[config.mk]
export PLATFORM = sky130hd
export DESIGN_NAME = muldiv_ctrl
export DESIGN_NICKNAME = d
export VERILOG_FILES = /design/src/rtl/muldiv_ctrl.sv
export SDC_FILE = /design/constraint.sdc
export NUM_CORES = 1
export LEC_CHECK = 0
export ABC_AREA = 1
export BUFFER_PORTS_ARGS = -buffer_cell sky130_fd_sc_hd__buf_2
export CORE_ASPECT_RATIO = 1.5
export CORE_MARGIN = 3
export CORE_UTILIZATION = 55
export DETAILED_ROUTE_END_ITERATION = 16
export GPL_ROUTABILITY_DRIVEN = 0
export GPL_TIMING_DRIVEN = 0
export PLACE_DENSITY = 0.74
export SYNTH_ARGS = -nofsm -noshare
export SYNTH_HDL_FRONTEND = slang
export SYNTH_SLANG_ARGS = --single-unit
[constraint.sdc]
create_clock -name clk -period 3.8 [get_ports clk]
set_input_delay 0.57 -clock clk [delete_from_list [all_inputs] [get_ports clk]]
set_output_delay 0.57 -clock clk [all_outputs]
set_load 0.01 [all_outputs]
[src/rtl/muldiv_ctrl.sv]
// Iterative radix-2 multiply/divide unit: shift-add multiply, restoring divide,
// one iteration per clock, with pipeline flush and busy/done handshake.
module muldiv_ctrl #(
  parameter int DATA_WIDTH = 32,
  parameter int CNT_WIDTH  = 6
) (
  input  logic                  clk,
  input  logic                  reset,
  input  logic                  start,
  input  logic [1:0]            op,
  input  logic [DATA_WIDTH-1:0] src_a,
  input  logic [DATA_WIDTH-1:0] src_b,
  input  logic                  flush,
  output logic                  busy,
  output logic                  done,
  output logic [DATA_WIDTH-1:0] result
);

  localparam int IDX_W = $clog2(DATA_WIDTH);

  typedef enum logic [1:0] {S_IDLE, S_BUSY, S_DONE} state_t;

  localparam logic [1:0] OP_MUL   = 2'b00;
  localparam logic [1:0] OP_MULHU = 2'b01;
  localparam logic [1:0] OP_DIVU  = 2'b10;

  state_t                  r_state;
  logic [CNT_WIDTH-1:0]    r_count;
  logic [1:0]              r_op;
  logic [DATA_WIDTH-1:0]   r_a;
  logic [DATA_WIDTH-1:0]   r_b;
  logic [2*DATA_WIDTH-1:0] r_prod;
  logic [DATA_WIDTH-1:0]   r_quot;
  logic [DATA_WIDTH-1:0]   r_rem;
  logic [DATA_WIDTH-1:0]   r_result;

  logic [IDX_W-1:0]        w_idx;
  logic [IDX_W-1:0]        w_div_idx;
  logic [DATA_WIDTH:0]     w_madd;
  logic [2*DATA_WIDTH-1:0] w_prod_next;
  logic [DATA_WIDTH:0]     w_rem_sh;
  logic [DATA_WIDTH:0]     w_diff;
  logic                    w_q_bit;
  logic [DATA_WIDTH-1:0]   w_rem_next;
  logic [DATA_WIDTH-1:0]   w_quot_next;
  logic                    w_last;
  logic [DATA_WIDTH-1:0]   w_final;

  // Multiplier bits are consumed LSB first; dividend bits MSB first.
  assign w_idx     = r_count[IDX_W-1:0];
  assign w_div_idx = IDX_W'(DATA_WIDTH - 1) - w_idx;

  assign w_madd      = {1'b0, r_prod[2*DATA_WIDTH-1:DATA_WIDTH]}
                     + (r_b[w_idx] ? {1'b0, r_a} : '0);
  assign w_prod_next = (2*DATA_WIDTH)'({w_madd, r_prod[DATA_WIDTH-1:0]} >> 1);

  // Bit DATA_WIDTH of the difference is the borrow: set means "restore".
  assign w_rem_sh    = {r_rem, r_a[w_div_idx]};
  assign w_diff      = w_rem_sh - {1'b0, r_b};
  assign w_q_bit     = ~w_diff[DATA_WIDTH];
  assign w_rem_next  = w_q_bit ? w_diff[DATA_WIDTH-1:0] : w_rem_sh[DATA_WIDTH-1:0];
  assign w_quot_next = {r_quot[DATA_WIDTH-2:0], w_q_bit};

  assign w_last = (r_count == CNT_WIDTH'(DATA_WIDTH - 1));

  always_comb begin
    w_final = w_rem_next;
    case (r_op)
      OP_MUL:   w_final = w_prod_next[DATA_WIDTH-1:0];
      OP_MULHU: w_final = w_prod_next[2*DATA_WIDTH-1:DATA_WIDTH];
      OP_DIVU:  w_final = w_quot_next;
      default:  w_final = w_rem_next;
    endcase
  end

  // NOTE: all state is assigned with <= so every register samples pre-edge values.
  always_ff @(posedge clk) begin
    if (reset) begin
      r_state  <= S_IDLE;
      r_count  <= '0;
      r_op     <= '0;
      r_a      <= '0;
      r_b      <= '0;
      r_prod   <= '0;
      r_quot   <= '0;
      r_rem    <= '0;
      r_result <= '0;
    end else begin
      case (r_state)
        S_IDLE: begin
          if (start && !flush) begin
            r_op    <= op;
            r_a     <= src_a;
            r_b     <= src_b;
            r_prod  <= '0;
            r_quot  <= '0;
            r_rem   <= '0;
            r_count <= '0;
            r_state <= S_BUSY;
          end
        end
        S_BUSY: begin
          if (flush) begin
            r_state <= S_IDLE;
          end else begin
            r_prod  <= w_prod_next;
            r_quot  <= w_quot_next;
            r_rem   <= w_rem_next;
            r_count <= r_count + 1'b1;
            if (w_last) begin
              r_result <= w_final;
              r_state  <= S_DONE;
            end
          end
        end
        default: r_state <= S_IDLE;
      endcase
    end
  end

  assign busy   = (r_state != S_IDLE);
  assign done   = (r_state == S_DONE);
  assign result = r_result;

endmodule

==> results of run 1 <==
==> logic make-up after synthesis <==
family	share of synthesized area (%)
AOI/OAI and AO/OA	19.5
and+or+nand+nor	30.8
xor gates and xnor gates	1.45
buffers and inverters	11.7
adders and majority gates	5.66
DFF	30.8
==> worst max path at each step <==
| stage | slack (ps) | startpoint | cells past startpoint | endpoint |
|---|---|---|---|---|
| after floorplan | 730 | r_count[0]$_SDFFE_PP0P_ | 21 | result[13]$_SDFFE_PP0P_ |
| after global placement | -440 | r_count[1]$_SDFFE_PP0P_ | 22 | result[13]$_SDFFE_PP0P_ |
| after detailed placement | -500 | r_count[1]$_SDFFE_PP0P_ | 21 | result[27]$_SDFFE_PP0P_ |
| after CTS | 20 | r_count[0]$_SDFFE_PP0P_ | 21 | result[13]$_SDFFE_PP0P_ |
| after global routing | -20 | r_count[0]$_SDFFE_PP0P_ | 21 | result[14]$_SDFFE_PP0P_ |
| final | 20 | r_count[0]$_SDFFE_PP0P_ | 20 | result[14]$_SDFFE_PP0P_ |
==> power groups by stage <==
stage | clock (mW) | combinational [mW] | sequential (mW)
floorplan | 0 | 0.696 | 2.63
global placement | 0 | 1.01 | 2.65
detailed placement | 0 | 1.02 | 2.65
CTS | 2.59 | 1.04 | 2.60
global route | 2.68 | 1.19 | 2.61
finish | 2.59 | 1.09 | 2.60
==> state kept, by name, indices dropped and copies added (netlist names) <==
| register | count |
|---|---|
| r_state | 2 |
| r_count | 6 |
| r_rem | 32 |
| r_a | 32 |
| r_op | 2 |
| r_b | 32 |
| r_prod | 63 |
| result | 32 |
| r_quot | 31 |
==> cells in the mapped netlist (12+ instances only) <==
cell	n
a211oi_1	26
xor2_1	13
nand2_1	722
nor3_1	13
buf_1	14
ha_1	65
o21ai_0	164
a21oi_1	324
inv_1	339
nor2_1	194
dfxtp_1	232
nand3_1	143
clkbuf_1	81
xnor2_1	12
nand3b_1	12
==> cell type report <==
type / instances / share of cell area [%]
Clock buffer: 32 / 3.92
Timing Repair Buffer: 106 / 3.23
Buffer: 111 / 3.08
Multi-Input combinational cell: 1775 / 51.6
Antenna cell: 1 / 0.0146
Inverter: 346 / 7.59
Tap cell: 337 / 2.46
Sequential cell: 232 / 27.1
Clock inverter: 8 / 0.978
==> metal layers <==
metal	routed length, microns	GRT usage, %
met1	20900	43.5
met2	25300	59.1
met3	4370	5.22
met4	5620	28.0
met5	0	0
==> critical path: cells and delay by family (launching register included) <==
family / cells / cell delay [ps]
buffers and inverters: 2 / 390
AOI/OAI and AO/OA: 5 / 850
and+or+nand+nor: 12 / 1660
adders and majority gates: 1 / 350
DFF: 1 / 370
==> timing repair <==
action | CTS | global route
resized for setup | 21 | 71
pin swaps | 0 | 8
setup buffers | 0 | 4
endpoints found under the setup margin | 84 | 31
==> flow_metrics.py, run 1 <==
metrics = {
    "worst_hold_path": {
        "min_to": "r_b[0]$_SDFFE_PP0P_",
        "hp-class": "in -> reg",
        "hold_depth": 3,
        "worstHoldStart": "src_b[0]",
    },
    "floorplan": {
        "floorplan.initialDensity_pct": 56.3,
        "dieHeight_microns": 209,
        "die_x_microns": 141,
        "core_area_sq_um": 26800,
        "ios": 104,
        "num_rows": 73,
        "die-area_sq_um": 29500,
    },
    "cts": {
        "cts_buffers": 24,
        "clk_pin_slew_ps": 60,
        "clock-sinks": 232,
        "cts_hold_buf": 0,
        "clock_latency_ps": 540,
        "htree_levels": 1,
        "cts-root-buf": "clkbuf_16",
        "cts_tree": "yes",
        "ctsLongestPathBuffers": 3,
    },
    "sta": {
        "slew_violations": 0,
        "whs_ps": 301,
        "clock_skew_ps": 16.8,
        "setup_tns_ps": 0,
        "period_needed_ps": 3780,
        "setup_viol_count_final": 0,
        "hold_viol": 0,
        "finalCritPeriodShare_pct": 99.5,
        "max_slew.worst_pin.slew_ps": 958,
        "max_slew_margin_pct": 35.9,
        "max_freq_mhz": 265,
        "timing.final.ws_setup_ps": 20.1,
    },
    "yosys": {
        "yosys.area.top_type": "dfxtp_1",
        "avgSynthCellArea_sq_um": 6.11,
        "synthCells": 2464,
        "synth.distinct_cells": 41,
        "synth_area_sq_um": 15100,
        "synth_warnings": 0,
        "yosys-top-cells-area": "dfxtp_1, nand2_1, a21oi_1",
        "syn-num-nets": 2601,
        "yosysSeqAreaShare_pct": 30.8,
        "dominantRegCellSynth": "dfxtp_1",
        "synth_top_area_share_pct": 30.8,
        "synth_edf_count": 0,
        "async_flop_share_pct": 0,
        "ys_ff_latch": 232,
    },
    "worst_setup_path": {
        "worstPathCellList": "clkbuf_2, o21ai_0, o22ai_1, nand2_1, nand4_1, o21ai_4, buf_6, nor2_1, ha_1, nand2_1, nand3_1, nand2_1, nand3_1, nand2_1, nand2_1, or2_2, nand3_1, a21oi_1, nand2_1, a21oi_1",
        "start_kind": "flip-flop",
        "cpMaxStageDelayCell": "dfxtp_4",
        "ff2ff_path_depth": 20,
        "crit_fanout": 10,
        "slowest_delay_ps": 370,
        "cp.arrival_ps": 4160,
        "path_class": "reg -> reg",
        "critPathRequiredTime_ps": 4180,
        "end_kind": "flip-flop",
        "cp_common_cell": "nand2_1",
        "rr_startpoint": "r_count[0]$_SDFFE_PP0P_",
        "rrSetupSlack_ps": 20,
        "regToRegEndpoint": "result[14]$_SDFFE_PP0P_",
    },
    "drt": {
        "drc": 0,
        "drt-vias-per-instance": 5.73,
        "num_vias": 16900,
        "drt-wirelength-per-cell_microns": 19.1,
        "drt_wl_total_mm": 56.3,
        "drt_iter0_drc": 2117,
        "drt_pass1_iterations": 6,
        "ant_nets": 0,
    },
    "layout": {
        "final_cell_mix": "nand2_1, inv_1, a21oi_1",
        "final_common_cell": "nand2_1",
        "multi_input_area_sq_um": 8850,
        "seqCellArea_sq_um": 4650,
        "area_delta_synth_final_pct": 13.8,
        "fin_area_sq_um": 17100,
        "stdcell_count": 2948,
        "fill_cells": 2601,
        "postLayoutCoreUtil_pct": 64.1,
        "final_nets": 2733,
        "layout-drive-gt1-share_pct": 9.54,
    },
    "global_routing": {
        "grt_max_degree": 15,
        "grt_pass1_wl_mm": 84.6,
        "grt_antenna_before_repair": 0,
        "grt_usage_pct": 36.6,
        "grt_pass1_vias": 15500,
        "grt-ovfl-total": 0,
    },
    "pwr": {
        "ir_worst_vdd_mv": 0.373,
        "p_total_mw": 6.29,
        "combinationalPowerShare_pct": 17.4,
        "pwr-share-clk_pct": 41.2,
        "swShare_pct": 29.4,
        "intPower_mw": 4.44,
        "leakage_nw": 8.05,
        "power_density_nw_per_um2": 367,
        "pwr-share-seq_pct": 41.4,
        "p_sw_mw": 1.85,
    },
    "placement": {
        "place_inst": 2903,
        "preCtsSetupSlack_ps": -502,
        "placed_area_sq_um": 16000,
        "numPortBuffers": 102,
        "post-dp-hpwl_mm": 44.4,
    },
    "flow_run": {
        "drv_cap": 0,
    },
    "outcome": {
        "status": "completed",
    },
}
No activity file was read; power rests on OpenSTA's default activity.
==> run 2, diff against run 1 <==
--- a/config.mk
+++ b/config.mk
@@ -12,2 +12,3 @@
 export CORE_UTILIZATION = 55
+export CTS_BUF_LIST = sky130_fd_sc_hd__clkbuf_8
 export DETAILED_ROUTE_END_ITERATION = 16
--- a/constraint.sdc
+++ b/constraint.sdc
@@ -3,2 +3,2 @@
 set_output_delay 0.57 -clock clk [all_outputs]
-set_load 0.01 [all_outputs]
+set_load 0.05 [all_outputs]
==> flow_metrics.py, run 2 (synthesis results as in run 1) <==
metrics = {
    "layout": {
        "final_nets": 2744,
        "layout-drive-gt1-share_pct": 10.6,
        "largest_reg_flops": 63,
        "area_delta_synth_final_pct": 13.4,
        "fill_cells": 2645,
        "final_cell_mix": "nand2_1, inv_1, a21oi_1",
        "postLayoutCoreUtil_pct": 63.8,
        "stdcell_count": 2971,
        "final_common_cell": "nand2_1",
        "diodes": 0,
        "fin_area_sq_um": 17100,
        "largest-register": "r_prod",
    },
    "floorplan": {
        "die-area_sq_um": 29500,
        "floorplan.initialDensity_pct": 56.3,
        "die_x_microns": 141,
        "dieHeight_microns": 209,
        "ios": 104,
        "num_rows": 73,
        "core_area_sq_um": 26800,
    },
    "worst_setup_path": {
        "crit_fanout": 10,
        "rrSetupSlack_ps": 70,
        "path_class": "reg -> reg",
        "regToRegEndpoint": "result[15]$_SDFFE_PP0P_",
        "critical_path.endpoint": "result[15]$_SDFFE_PP0P_",
        "rr_startpoint": "r_count[1]$_SDFFE_PP0P_",
        "cp.arrival_ps": 4220,
        "ff2ff_path_depth": 22,
        "end_kind": "flip-flop",
        "startpoint": "r_count[1]$_SDFFE_PP0P_",
        "start_kind": "flip-flop",
        "critPathRequiredTime_ps": 4290,
    },
    "cts": {
        "cts_tree": "yes",
        "cts_buffers": 38,
        "clk_pin_slew_ps": 70,
        "htree_levels": 2,
        "clock-sinks": 232,
        "ctsLongestPathBuffers": 3,
        "cts-root-buf": "clkbuf_8",
        "clock_latency_ps": 560,
    },
    "drt": {
        "drc": 0,
        "drt_wl_total_mm": 56.3,
        "drt-vias-per-instance": 5.70,
        "drt-wirelength-per-cell_microns": 19.0,
        "drt_pass1_iterations": 8,
        "num_vias": 16900,
        "ant_nets": 0,
        "drt_iter0_drc": 1893,
    },
    "placement": {
        "numPortBuffers": 102,
        "post-dp-hpwl_mm": 44.4,
        "preCtsSetupSlack_ps": -502,
        "placed_area_sq_um": 16000,
        "place_inst": 2903,
    },
    "pwr": {
        "leakage_nw": 8.07,
        "pwr-share-seq_pct": 43.3,
        "ir_worst_vdd_mv": 0.312,
        "p_total_mw": 6.02,
        "pwr-share-clk_pct": 38.7,
        "combinationalPowerShare_pct": 18.1,
        "power_density_nw_per_um2": 352,
        "p_sw_mw": 1.90,
        "swShare_pct": 31.5,
        "intPower_mw": 4.12,
    },
    "global_routing": {
        "grt_pass1_wl_mm": 84.4,
        "grt_max_degree": 11,
        "grt_antenna_before_repair": 0,
        "grt-ovfl-total": 0,
        "grt_pass1_vias": 15500,
        "grt_usage_pct": 36.7,
    },
    "sta": {
        "max_slew_margin_pct": 37.5,
        "period_needed_ps": 3730,
        "max_freq_mhz": 268,
        "timing.final.ws_setup_ps": 66.5,
        "finalCritPeriodShare_pct": 98.2,
        "setup_tns_ps": 0,
        "whs_ps": 288,
        "max_slew.worst_pin.slew_ps": 934,
        "slew_violations": 0,
        "rsz0062_at_grt": "true",
        "clock_skew_ps": 26.1,
        "hold_viol": 0,
        "setup_viol_count_final": 0,
    },
    "outcome": {
        "status": "completed",
    },
    "flow_run": {
        "drv_cap": 0,
    },
    "worst_hold_path": {
        "hp-class": "in -> reg",
    },
}
==> run 2: how the worst min path moves through the flow <==
stage | depth (start not counted) | endpoint | startpoint
final | 3 | r_b[5]$_SDFFE_PP0P_ | src_b[5]
after detailed placement | 2 | result[1]$_SDFFE_PP0P_ | result[1]$_SDFFE_PP0P_
after global routing | 3 | r_b[5]$_SDFFE_PP0P_ | src_b[5]
after floorplan | 2 | r_a[11]$_SDFFE_PP0P_ | r_a[11]$_SDFFE_PP0P_
after CTS | 3 | r_b[0]$_SDFFE_PP0P_ | src_b[0]
after global placement | 2 | result[5]$_SDFFE_PP0P_ | result[5]$_SDFFE_PP0P_
==> run 2: timing repair <==
item | 4_1_cts | 5_1_grt
hold buffers | 0 | 0
buffers inserted | 0 | 1
pin swaps | 0 | 6
setup endpoints to repair | 83 | 31
gates resized for setup | 21 | 74
==> run 2: routing by layer <==
metal | GRT usage [%] | up-vias | wire length (microns)
met4 | 27.9 | 0 | 5490
met1 | 43.1 | 7604 | 20500
li1 | - | 8186 | -
met3 | 5.22 | 227 | 4760
met5 | 0 | - | 0
met2 | 59.8 | 927 | 25600
==> run 2: worst max-delay path: stages (launching register included) <==
cell and delay, ps:
dfxtp_4 370, buf_8 140, buf_6 150, a21oi_1 110
o21ai_0 90, nand3_1 100, nand3_1 120, nand4_1 180
o21ai_4 110, nor2_1 210, ha_2 290, fa_2 250
nand2_2 70, a21oi_2 250, nand2_1 90, nand2_1 170
nand3_1 100, nand2_1 110, xor2_2 230, nand2_1 140
nand3_1 160, nor2_1 80, a21oi_1 140
==> run 2: area by class of cell <==
type                            count  area (sq um)  share of cell area, %
Tap cell                          337           422                   2.47
Timing Repair Buffer              103           518                   3.03
Clock buffer                       51           702                   4.11
Inverter                          346          1300                   7.62
Sequential cell                   232          4650                   27.2
Multi-Input combinational cell   1775          8870                   51.9
Buffer                            111           520                   3.05
Clock inverter                     16          92.6                  0.542
==> run 2: power groups by stage <==
stage          logic (mW)  registers (mW)  clock network [mW]
2_1_floorplan       0.698            2.63                   0
4_1_cts              1.04            2.60                2.33
3_5_place_dp         1.03            2.65                   0
6_report             1.09            2.60                2.33
5_1_grt              1.19            2.61                2.42
3_3_place_gp         1.01            2.65                   0
